--- src/rtl/xy_input_conditioner.sv ---
// Conditions raw x/y inputs: synchronize, debounce, and merge skewed edges
// so both levels change on one clock edge, with a one-cycle chg strobe.
module xy_input_conditioner #(
   parameter int SYNC_STAGES     = 2,
   parameter int DEBOUNCE_CYCLES = 16,
   parameter int ALIGN_CYCLES    = 4
) (
   input  logic clk,
   input  logic rst,
   input  logic x_raw,
   input  logic y_raw,
   output logic x,
   output logic y,
   output logic chg
);

   localparam int CW = $clog2(DEBOUNCE_CYCLES + 1);
   localparam int TW = (ALIGN_CYCLES > 1) ? $clog2(ALIGN_CYCLES) : 1;
   localparam logic [CW-1:0] CLAST = CW'(DEBOUNCE_CYCLES - 1);
   localparam logic [TW-1:0] TLAST =
      TW'((ALIGN_CYCLES > 0) ? ALIGN_CYCLES - 1 : 0);
   localparam bit ALIGN_EN = (ALIGN_CYCLES > 0);

   typedef enum logic {
      IDLE  = 1'b0,
      ALIGN = 1'b1
   } state_t;

   logic [1:0] raw;
   logic [1:0] s;
   logic [1:0] db;

   assign raw = {y_raw, x_raw};

   // Channel 0 is x, channel 1 is y.
   for (genvar c = 0; c < 2; c++) begin : g_ch
      logic [SYNC_STAGES-1:0] sq;
      logic [CW-1:0]          cq;
      logic                   dq;

      always_ff @(posedge clk) begin
         if (rst) begin
            sq <= '0;
            cq <= '0;
            dq <= 1'b0;
         end else begin
            sq <= {sq[SYNC_STAGES-2:0], raw[c]};
            if (sq[SYNC_STAGES-1] == dq) begin
               cq <= '0;
            end else if (cq == CLAST) begin
               dq <= sq[SYNC_STAGES-1];
               cq <= '0;
            end else begin
               cq <= cq + CW'(1);
            end
         end
      end

      assign s[c]  = sq[SYNC_STAGES-1];
      assign db[c] = dq;
   end

   state_t          state_q;
   state_t          state_d;
   logic [TW-1:0]   timer_q;
   logic [TW-1:0]   timer_d;
   logic            x_d;
   logic            y_d;
   logic            chg_d;
   logic            commit;
   logic            differs;

   assign differs = (db != {y, x});

   always_comb begin
      state_d = state_q;
      timer_d = timer_q;
      x_d     = x;
      y_d     = y;
      chg_d   = 1'b0;
      commit  = 1'b0;
      unique case (state_q)
         IDLE: begin
            if (differs) begin
               if (!ALIGN_EN) begin
                  commit = 1'b1;
               end else begin
                  state_d = ALIGN;
                  timer_d = '0;
               end
            end
         end
         ALIGN: begin
            // Late db flips are absorbed; commit samples db as it is now.
            if (timer_q == TLAST) begin
               commit  = 1'b1;
               state_d = IDLE;
               timer_d = '0;
            end else begin
               timer_d = timer_q + TW'(1);
            end
         end
         default: begin
            state_d = IDLE;
            timer_d = '0;
         end
      endcase
      if (commit) begin
         x_d   = db[0];
         y_d   = db[1];
         chg_d = differs;
      end
   end

   always_ff @(posedge clk) begin
      if (rst) begin
         state_q <= IDLE;
         timer_q <= '0;
         x       <= 1'b0;
         y       <= 1'b0;
         chg     <= 1'b0;
      end else begin
         state_q <= state_d;
         timer_q <= timer_d;
         x       <= x_d;
         y       <= y_d;
         chg     <= chg_d;
      end
   end

endmodule

--- config.mk ---
export PLATFORM = sky130hd
export DESIGN_NAME = xy_input_conditioner
export DESIGN_NICKNAME = d
export VERILOG_FILES = /design/src/rtl/xy_input_conditioner.sv
export SDC_FILE = /design/constraint.sdc
export NUM_CORES = 1
export LEC_CHECK = 0
export BUFFER_PORTS_ARGS = -buffer_cell sky130_fd_sc_hd__buf_2
export CAP_MARGIN = 10
export CORE_AREA = 2 2 43 45
export CTS_BUF_LIST = sky130_fd_sc_hd__clkbuf_2
export DETAILED_ROUTE_END_ITERATION = 8
export DIE_AREA = 0 0 45 47
export PLACE_DENSITY = 0.78
export RECOVER_POWER = 100
export SKIP_CTS_REPAIR_TIMING = 1
export SYNTH_ARGS = -nofsm -noshare
export SYNTH_HDL_FRONTEND = slang
export SYNTH_SLANG_ARGS = --single-unit
--- constraint.sdc ---
create_clock -name clk -period 1.4 [get_ports clk]
set_input_delay 0.14 -clock clk [delete_from_list [all_inputs] [get_ports clk]]
set_output_delay 0.14 -clock clk [all_outputs]
set_load 0.01 [all_outputs]
-- Word-level counts from Yosys, hierarchy flattened
Index checks and enable logic that the tools add are counted.
- reduce and logical (&&, ||, !) cells: 5
- add/subtract/negate cells: 3
- multiplexer cells: 8
- bitwise operators: 4
- equal/unequal tests: 7
- operators by type and width (operator ; number):
    5-bit by 1-bit adder with 5-bit output, second input constant ; 2
    5-bit by 4-bit equality test with 1-bit output, second input constant ; 2
    3-bit OR reduction ; 2
    1-bit two-way mux ; 4
    2-bit two-way mux ; 2
    1-bit NOT ; 4
    2-bit one-hot mux with 2 select lines ; 1
    2-bit AND reduction ; 2
    2-bit by 1-bit adder with 2-bit output, second input constant ; 1
    1-bit equality test ; 2
    2-bit equality test, second input constant ; 1
    2-bit != test ; 1
    2-bit != test, second input constant ; 1
    1-bit one-hot mux with 2 select lines ; 1
    2-bit OR reduction ; 1
- bits of input ports: 4
- word-level logic and storage cells: 38
- flip-flop bits (word level): 22
- output and inout bits: 3

-- Depth between registers and ports, before layout
Gate-level depths: netlist of run 1.
- word-level depth: 5
- mapped depth: 5
- depth with buffers taken out: 5

-- Worst setup path after synthesis of run 1
OpenSTA, ideal clock, no wires.
- path kind: register -> register
- from: register g_ch[0].cq[0]
- to: register g_ch[0].cq[2]
- clock period less this slack: 1.437 ns
- arrival: 1.372 ns
- path slack: -0.037 ns
- data required time: 1.336 ns
- buffers on the path: 0
- stages on the path, launching flop included: 6
- cell sequence: dfxtp_1 -> ha_1 -> and3_1 -> ha_1 -> or3_4 -> nor2_1
- longest elaborated chain between the ends: 2
- ends and longest elaborated chain (item ; line ; source):
    from (decl) ; 38 ; logic [CW-1:0] cq;
    from (signal assigned) ; 54 ; cq <= cq + CW'(1);
    branches (longest 2 deep; another with 5-bit by 1-bit adder with 5-bit output) ; - ;
Parallel ways; which one is timed is not known.
A chain may end at the register's enable or synchronous reset.

-- Worst setup path in the final report of run 1
- from: register g_ch[0].cq[1]
- to: register g_ch[0].cq[0]
- longest elaborated chain between the ends: 2
- ends and longest elaborated chain (item ; line ; source):
    5-bit by 4-bit equality test with 1-bit output ; 50 ; end else if (cq == CLAST) begin
    3-bit OR reduction (no line) ; - ;
Every way passes these cells.

==> reports/metrics.cfg, run 1 <==
[finish]
regArea_um2=444.2
layout-drive-gt1-share=0.2917
multi_input_area_um2=431.7
fin_nets=107
diodes=0
fin_area_mm2=0.001001
fillers=135
syn_to_final_growth_pct=19.58

[critical_path]
max_stage_delay_ns=0.38
crit_chain=ha_4 -> and3_4 -> ha_4 -> or3_4 -> nor2_2
r2r_start=g_ch[0].cq[1]
worstSetupPathType=reg -> reg
cp_num_buf_inv=0
critPathMaxFanout=5
critical-path-top-delay-family=simple AND/OR/NAND/NOR gates
cp-end-kind=flop
cp.arrival_ns=1.64
cp_slowest_cell=dfxtp_2
path_common_cell=ha_4
startpoint_type=flop
cp-startpoint=g_ch[0].cq[1]
worst_ep_required_time_ns=1.65

[synthesis]
synth_top_family_by_area=simple AND/OR/NAND/NOR gates
ys_top_cells_by_count=dfxtp_1, nor2_1, ha_1, inv_1, nand3_1
synthMuxAreaShare=0.02392
asyncSetResetFlopFracSynth=0
synth_warnings=0
yosysSeqAreaShare=0.5262
synthTopCellsByArea=dfxtp_1, ha_1, nor2_1
yosys.area_share.simple=0.2108
synthCells=83
ys_ff_latch=22
synth_fa_ha_area_frac=0.07474
netlist_area_um2=837.1
synth_compound_area_frac=0.04783
synth_most_common_cell=dfxtp_1
syn_nets=92
synth_cell_types=22
synth_top_area_cell=dfxtp_1
ys.flop_type=dfxtp_1
avgSynthCellArea_um2=10.08
synth_edf_count=0
synth_xor_area_frac=0.08371
synth_top_area_frac=0.5262

[clock_network]
cts_tree=done
cts_root_buffer=clkbuf_2
clock_latency_ns=0.30
cts_buffer_depth=2
path_clk_slew_ns=0.19
clock_sinks=22
cts_buffers=3
cts-htree-levels=1

[timing]
hold_violations=0
worst_slew_pin_slew_ns=0.6820
setup_viol=0
hold_ws_ns=0.02431
fin_crit_sh=0.9923
relSlewSlack=0.5453
period_minus_slack_ns=1.389
final_max_slew_viol_count=0
finClkSkew_ns=0.01105
finalSetupTns_ns=0
grt_setup_unrepaired=yes
max_freq_mhz=719.8

[floorplanning]
fp-row-count=15
start_util=0.5068
die_w_um=45
ios=7
chipHeight_um=47
coreArea_mm2=0.001652
die_area_mm2=0.002115

[placement]
numPortBuffers=6
place_area_um2=927.1
gp_congestion=0.6503
dp_hpwl_um=907

[grt]
grtUsageMet3=0.03462
antenna_found_initial=0
grt_first_pass_wirelength_mm=2.014
met2_usage=0.2171
grt_util_met1=0.1623
grt_max_degree=17
track_usage=0.1356
grt_remaining_overflow=0
grt_pass1_vias=509
top_usage_layer=met2

[drt]
wl_mm=1.291
drt_iter0_drc=7
vias=578
wl_per_cell_um=11.42
routed_via_density=5.115
ant_nets=0
drt-pass1-iter-count=6
route.detailed.drc=0

[worst_hold_path]
hold_path.class=in -> reg
hp-start=y_raw

[power_and_ir_drop]
p_leak_uw=0.0003695
vdd_drop_max_uv=678.5
power_density_mw_per_mm2=896.9

[outcome]
outcome=completed

[run]
maxCapViolCount=0

-- through the flow --
| stage | setup WS (ns) | power, uW | std cells | util |
|---|---|---|---|---|
| floorplan | 0.01169 | 664.8 | 83 | - |
| global placement | 0.01101 | 673.9 | 110 | 0.5614 |
| detailed placement | -0.04688 | 676.1 | 110 | 0.5614 |
| CTS | -0.07437 | 895.7 | 113 | 0.5705 |
| global route | -0.02550 | 927.8 | 113 | 0.6061 |
| finish | 0.01078 | 897.8 | 113 | 0.6061 |
-- cell families (layout without fill, tap and decap cells) --
group | Yosys count | after routing
and+or+nand+nor | 34 | 34
DFF | 22 | 22
xor gates and xnor gates | 8 | 8
buffers and inverters | 7 | 20
adders and majority gates | 5 | 5
AOI/OAI and AO/OA | 5 | 5
muxes | 2 | 2
-- sequential cells by signal, summed over array words and instances, names as in the netlist --
signal / flops
chg: 1
g_ch.cq: 10
g_ch.dq: 2
g_ch.sq: 4
state_q: 1
timer_q: 2
x: 1
y: 1
-- power by group --
group | switching (uW) | internal, uW | leakage, uW
clock | 173 | 58.5 | 0.0000125
sequential | 3.72 | 635 | 0.000180
combinational | 14.8 | 12.9 | 0.000177
total | 192 | 706 | 0.000370
-- cells in the final DEF (no fill, tap or decap), drive strengths merged --
cell and n:
or2 1, nor3 1, o41ai 1, nor3b 1
nor2b 4, mux2i 2, a211oi 1, a21oi 2
ha 5, xnor2 4, nor2 13, nand2 4
buf 8, dfxtp 22, or3b 1, xor2 4
or3 2, clkbuf 7, and3 2, nand3 5
o22ai 1, inv 5
-- final timing paths --
check / to / slack [ns] / cells after the start
worst max-delay path: g_ch[0].cq[0] / 0.01 / 5
worst min-delay path: g_ch[1].sq[0] / 0.02 / 2
worst max register to register: g_ch[0].cq[0] / 0.01 / 5
worst min register to register: g_ch[1].sq[1] / 0.46 / 1
-- metal layers --
| layer | vias up | routed length (um) |
|---|---|---|
| met4 | 0 | 15 |
| met2 | 12 | 628 |
| li1 | 298 | - |
| met5 | - | 0 |
| met1 | 266 | 606 |
| met3 | 2 | 40 |
-- area by class of cell --
| cell class | count | area share |
|---|---|---|
| clock buffers | 3 | 0.01500 |
| multi-input cells | 54 | 0.4312 |
| well taps | 17 | 0.02125 |
| flip-flops and latches | 22 | 0.4438 |
| repair buffers | 12 | 0.07000 |
| inverters | 5 | 0.01875 |
(Power assumes the default switching activity.)
==> inputs of run 2 (changes only) <==
--- a/config.mk
+++ b/config.mk
@@ -11,9 +11,11 @@
 export CTS_BUF_LIST = sky130_fd_sc_hd__clkbuf_2
 export DETAILED_ROUTE_END_ITERATION = 8
 export DIE_AREA = 0 0 45 47
-export PLACE_DENSITY = 0.78
+export MAX_ROUTING_LAYER = met4
+export PLACE_DENSITY = 0.72
 export RECOVER_POWER = 100
 export SKIP_CTS_REPAIR_TIMING = 1
+export SKIP_LAST_GASP = 1
 export SYNTH_ARGS = -nofsm -noshare
 export SYNTH_HDL_FRONTEND = slang
 export SYNTH_SLANG_ARGS = --single-unit
==> run 2 against run 1 <==
- critical path depth stayed put
- utilization is 0.68 points higher
- hold slack worse by 0.013 ns
- non-clock buffer count stayed put
- final cell count is 0.88% higher
- sequential power hardly changed
- sequential share of layout area is 0.49 points lower
- critical endpoint is now g_ch[1].cq[1]
- largest power group unchanged
==> reports/metrics.cfg, run 2 (synthesis results as in run 1) <==
[outcome]
outcome=completed

[drt]
wl_per_cell_um=10.65
vias=552
drt_iter0_drc=5
drt-pass1-iter-count=3
wl_mm=1.214
route.detailed.drc=0
routed_via_density=4.842
ant_nets=0

[clock_network]
cts_tree=done
path_clk_slew_ns=0.20
cts_buffer_depth=2
cts_buffers=3
cts_root_buffer=clkbuf_2
cts-htree-levels=1
clock_latency_ns=0.32
clock_sinks=22

[critical_path]
cp_slowest_cell=dfxtp_1
cp_num_buf_inv=0
cp-end-kind=flop
cp.arrival_ns=1.65
worst_ep_required_time_ns=1.67
max_stage_delay_ns=0.38
critPathMaxFanout=5
path_common_cell=ha_4
worstSetupPathType=reg -> reg
startpoint_type=flop
crit_chain=ha_4 -> and3_4 -> ha_4 -> or3_4 -> nor2_1
critical-path-top-delay-family=simple AND/OR/NAND/NOR gates

[timing]
fin_crit_sh=0.9851
final_max_slew_viol_count=0
grt_setup_unrepaired=yes
relSlewSlack=0.5661
setup_viol=0
period_minus_slack_ns=1.379
max_freq_mhz=725.1
worst_slew_pin_slew_ns=0.6508
hold_ws_ns=0.01093
finalSetupTns_ns=0
hold_violations=0
finClkSkew_ns=0.008861

[floorplanning]
die_w_um=45
start_util=0.5068
ios=7
die_area_mm2=0.002115
coreArea_mm2=0.001652
fp-row-count=15
chipHeight_um=47

[finish]
layout-drive-gt1-share=0.2784
fin_cells=114
fin_nets=107
final_common_cell=dfxtp_1
diodes=0
syn_to_final_growth_pct=20.93
final_core_util=0.6129
top_register=g_ch.cq
top_regs=g_ch.cq x10, g_ch.sq x4
final_cell_mix=dfxtp_1, nor2_1, buf_4
largest_reg_flops=10
fin_area_mm2=0.001012

[power_and_ir_drop]
p_leak_uw=0.0003674
vdd_drop_max_uv=479.1
power_density_mw_per_mm2=899.4

[grt]
antenna_found_initial=0
grt_pass1_vias=476
grt_first_pass_wirelength_mm=1.904
grt_max_degree=17
track_usage=0.1295
grt_remaining_overflow=0

[run]
maxCapViolCount=0

[worst_hold_path]
hold_path.class=in -> reg

[placement]
dp_hpwl_um=877.5
gp_congestion=0.6857
dpl.cell_count=110
numPortBuffers=6
place_area_um2=927.1

## run 2: changes by cell type in the layout (fill, tap and decap cells not counted)
cell,previous run,this run
nor2_4,0,1
o41ai_1,0,1
ha_2,1,0
clkinv_1,0,1
o41ai_2,1,0
nor2_2,5,4
ha_4,3,4
## run 2: final timing paths
check	to	start	slack, ns	cells past startpoint
hold / removal	g_ch[0].sq[0]	x_raw	0.01	2
setup reg to reg	g_ch[1].cq[1]	g_ch[1].cq[1]	0.02	5
hold reg to reg	g_ch[1].sq[1]	g_ch[1].sq[0]	0.46	1
setup / recovery	g_ch[1].cq[1]	g_ch[1].cq[1]	0.02	5
## run 2: area by class of cell
type                    instances  area, um^2
fillers                       137       639.4
multi-input cells              54       439.2
inverters                       5       18.77
repair buffers                 12       70.07
clock inverters                 1       3.754
well taps                      17       21.27
flip-flops and latches         22       444.2
clock buffers                   3       15.01
## run 2: layer usage
metal,up-vias,wire length [um],GRT usage
met4,0,10,0.05294
li1,301,-,-
met1,241,607,0.1511
met5,-,0,-
met3,2,29,0.02308
met2,8,567,0.2200
## run 2: power breakdown
group / switching [uW] / internal [uW]
sequential: 3.61 / 635
clock: 183 / 62.1
combinational: 14.1 / 12.6
total: 201 / 709
## run 2: metrics by stage
step                setup WS, ns  total power (uW)
floorplan                0.01169             664.8
global placement       -0.001718             674.5
detailed placement      -0.02612             675.5
CTS                     -0.07112             916.4
global route            -0.01798             943.3
finish                   0.02090             910.4
## run 2: worst register-to-register path: cells and delay by family, from the launching register on
family                   cells  cell delay (ns)
adder cells (fa/ha/maj)      2             0.33
flip-flops                   1             0.38
AND/OR/NAND/NOR              3             0.63
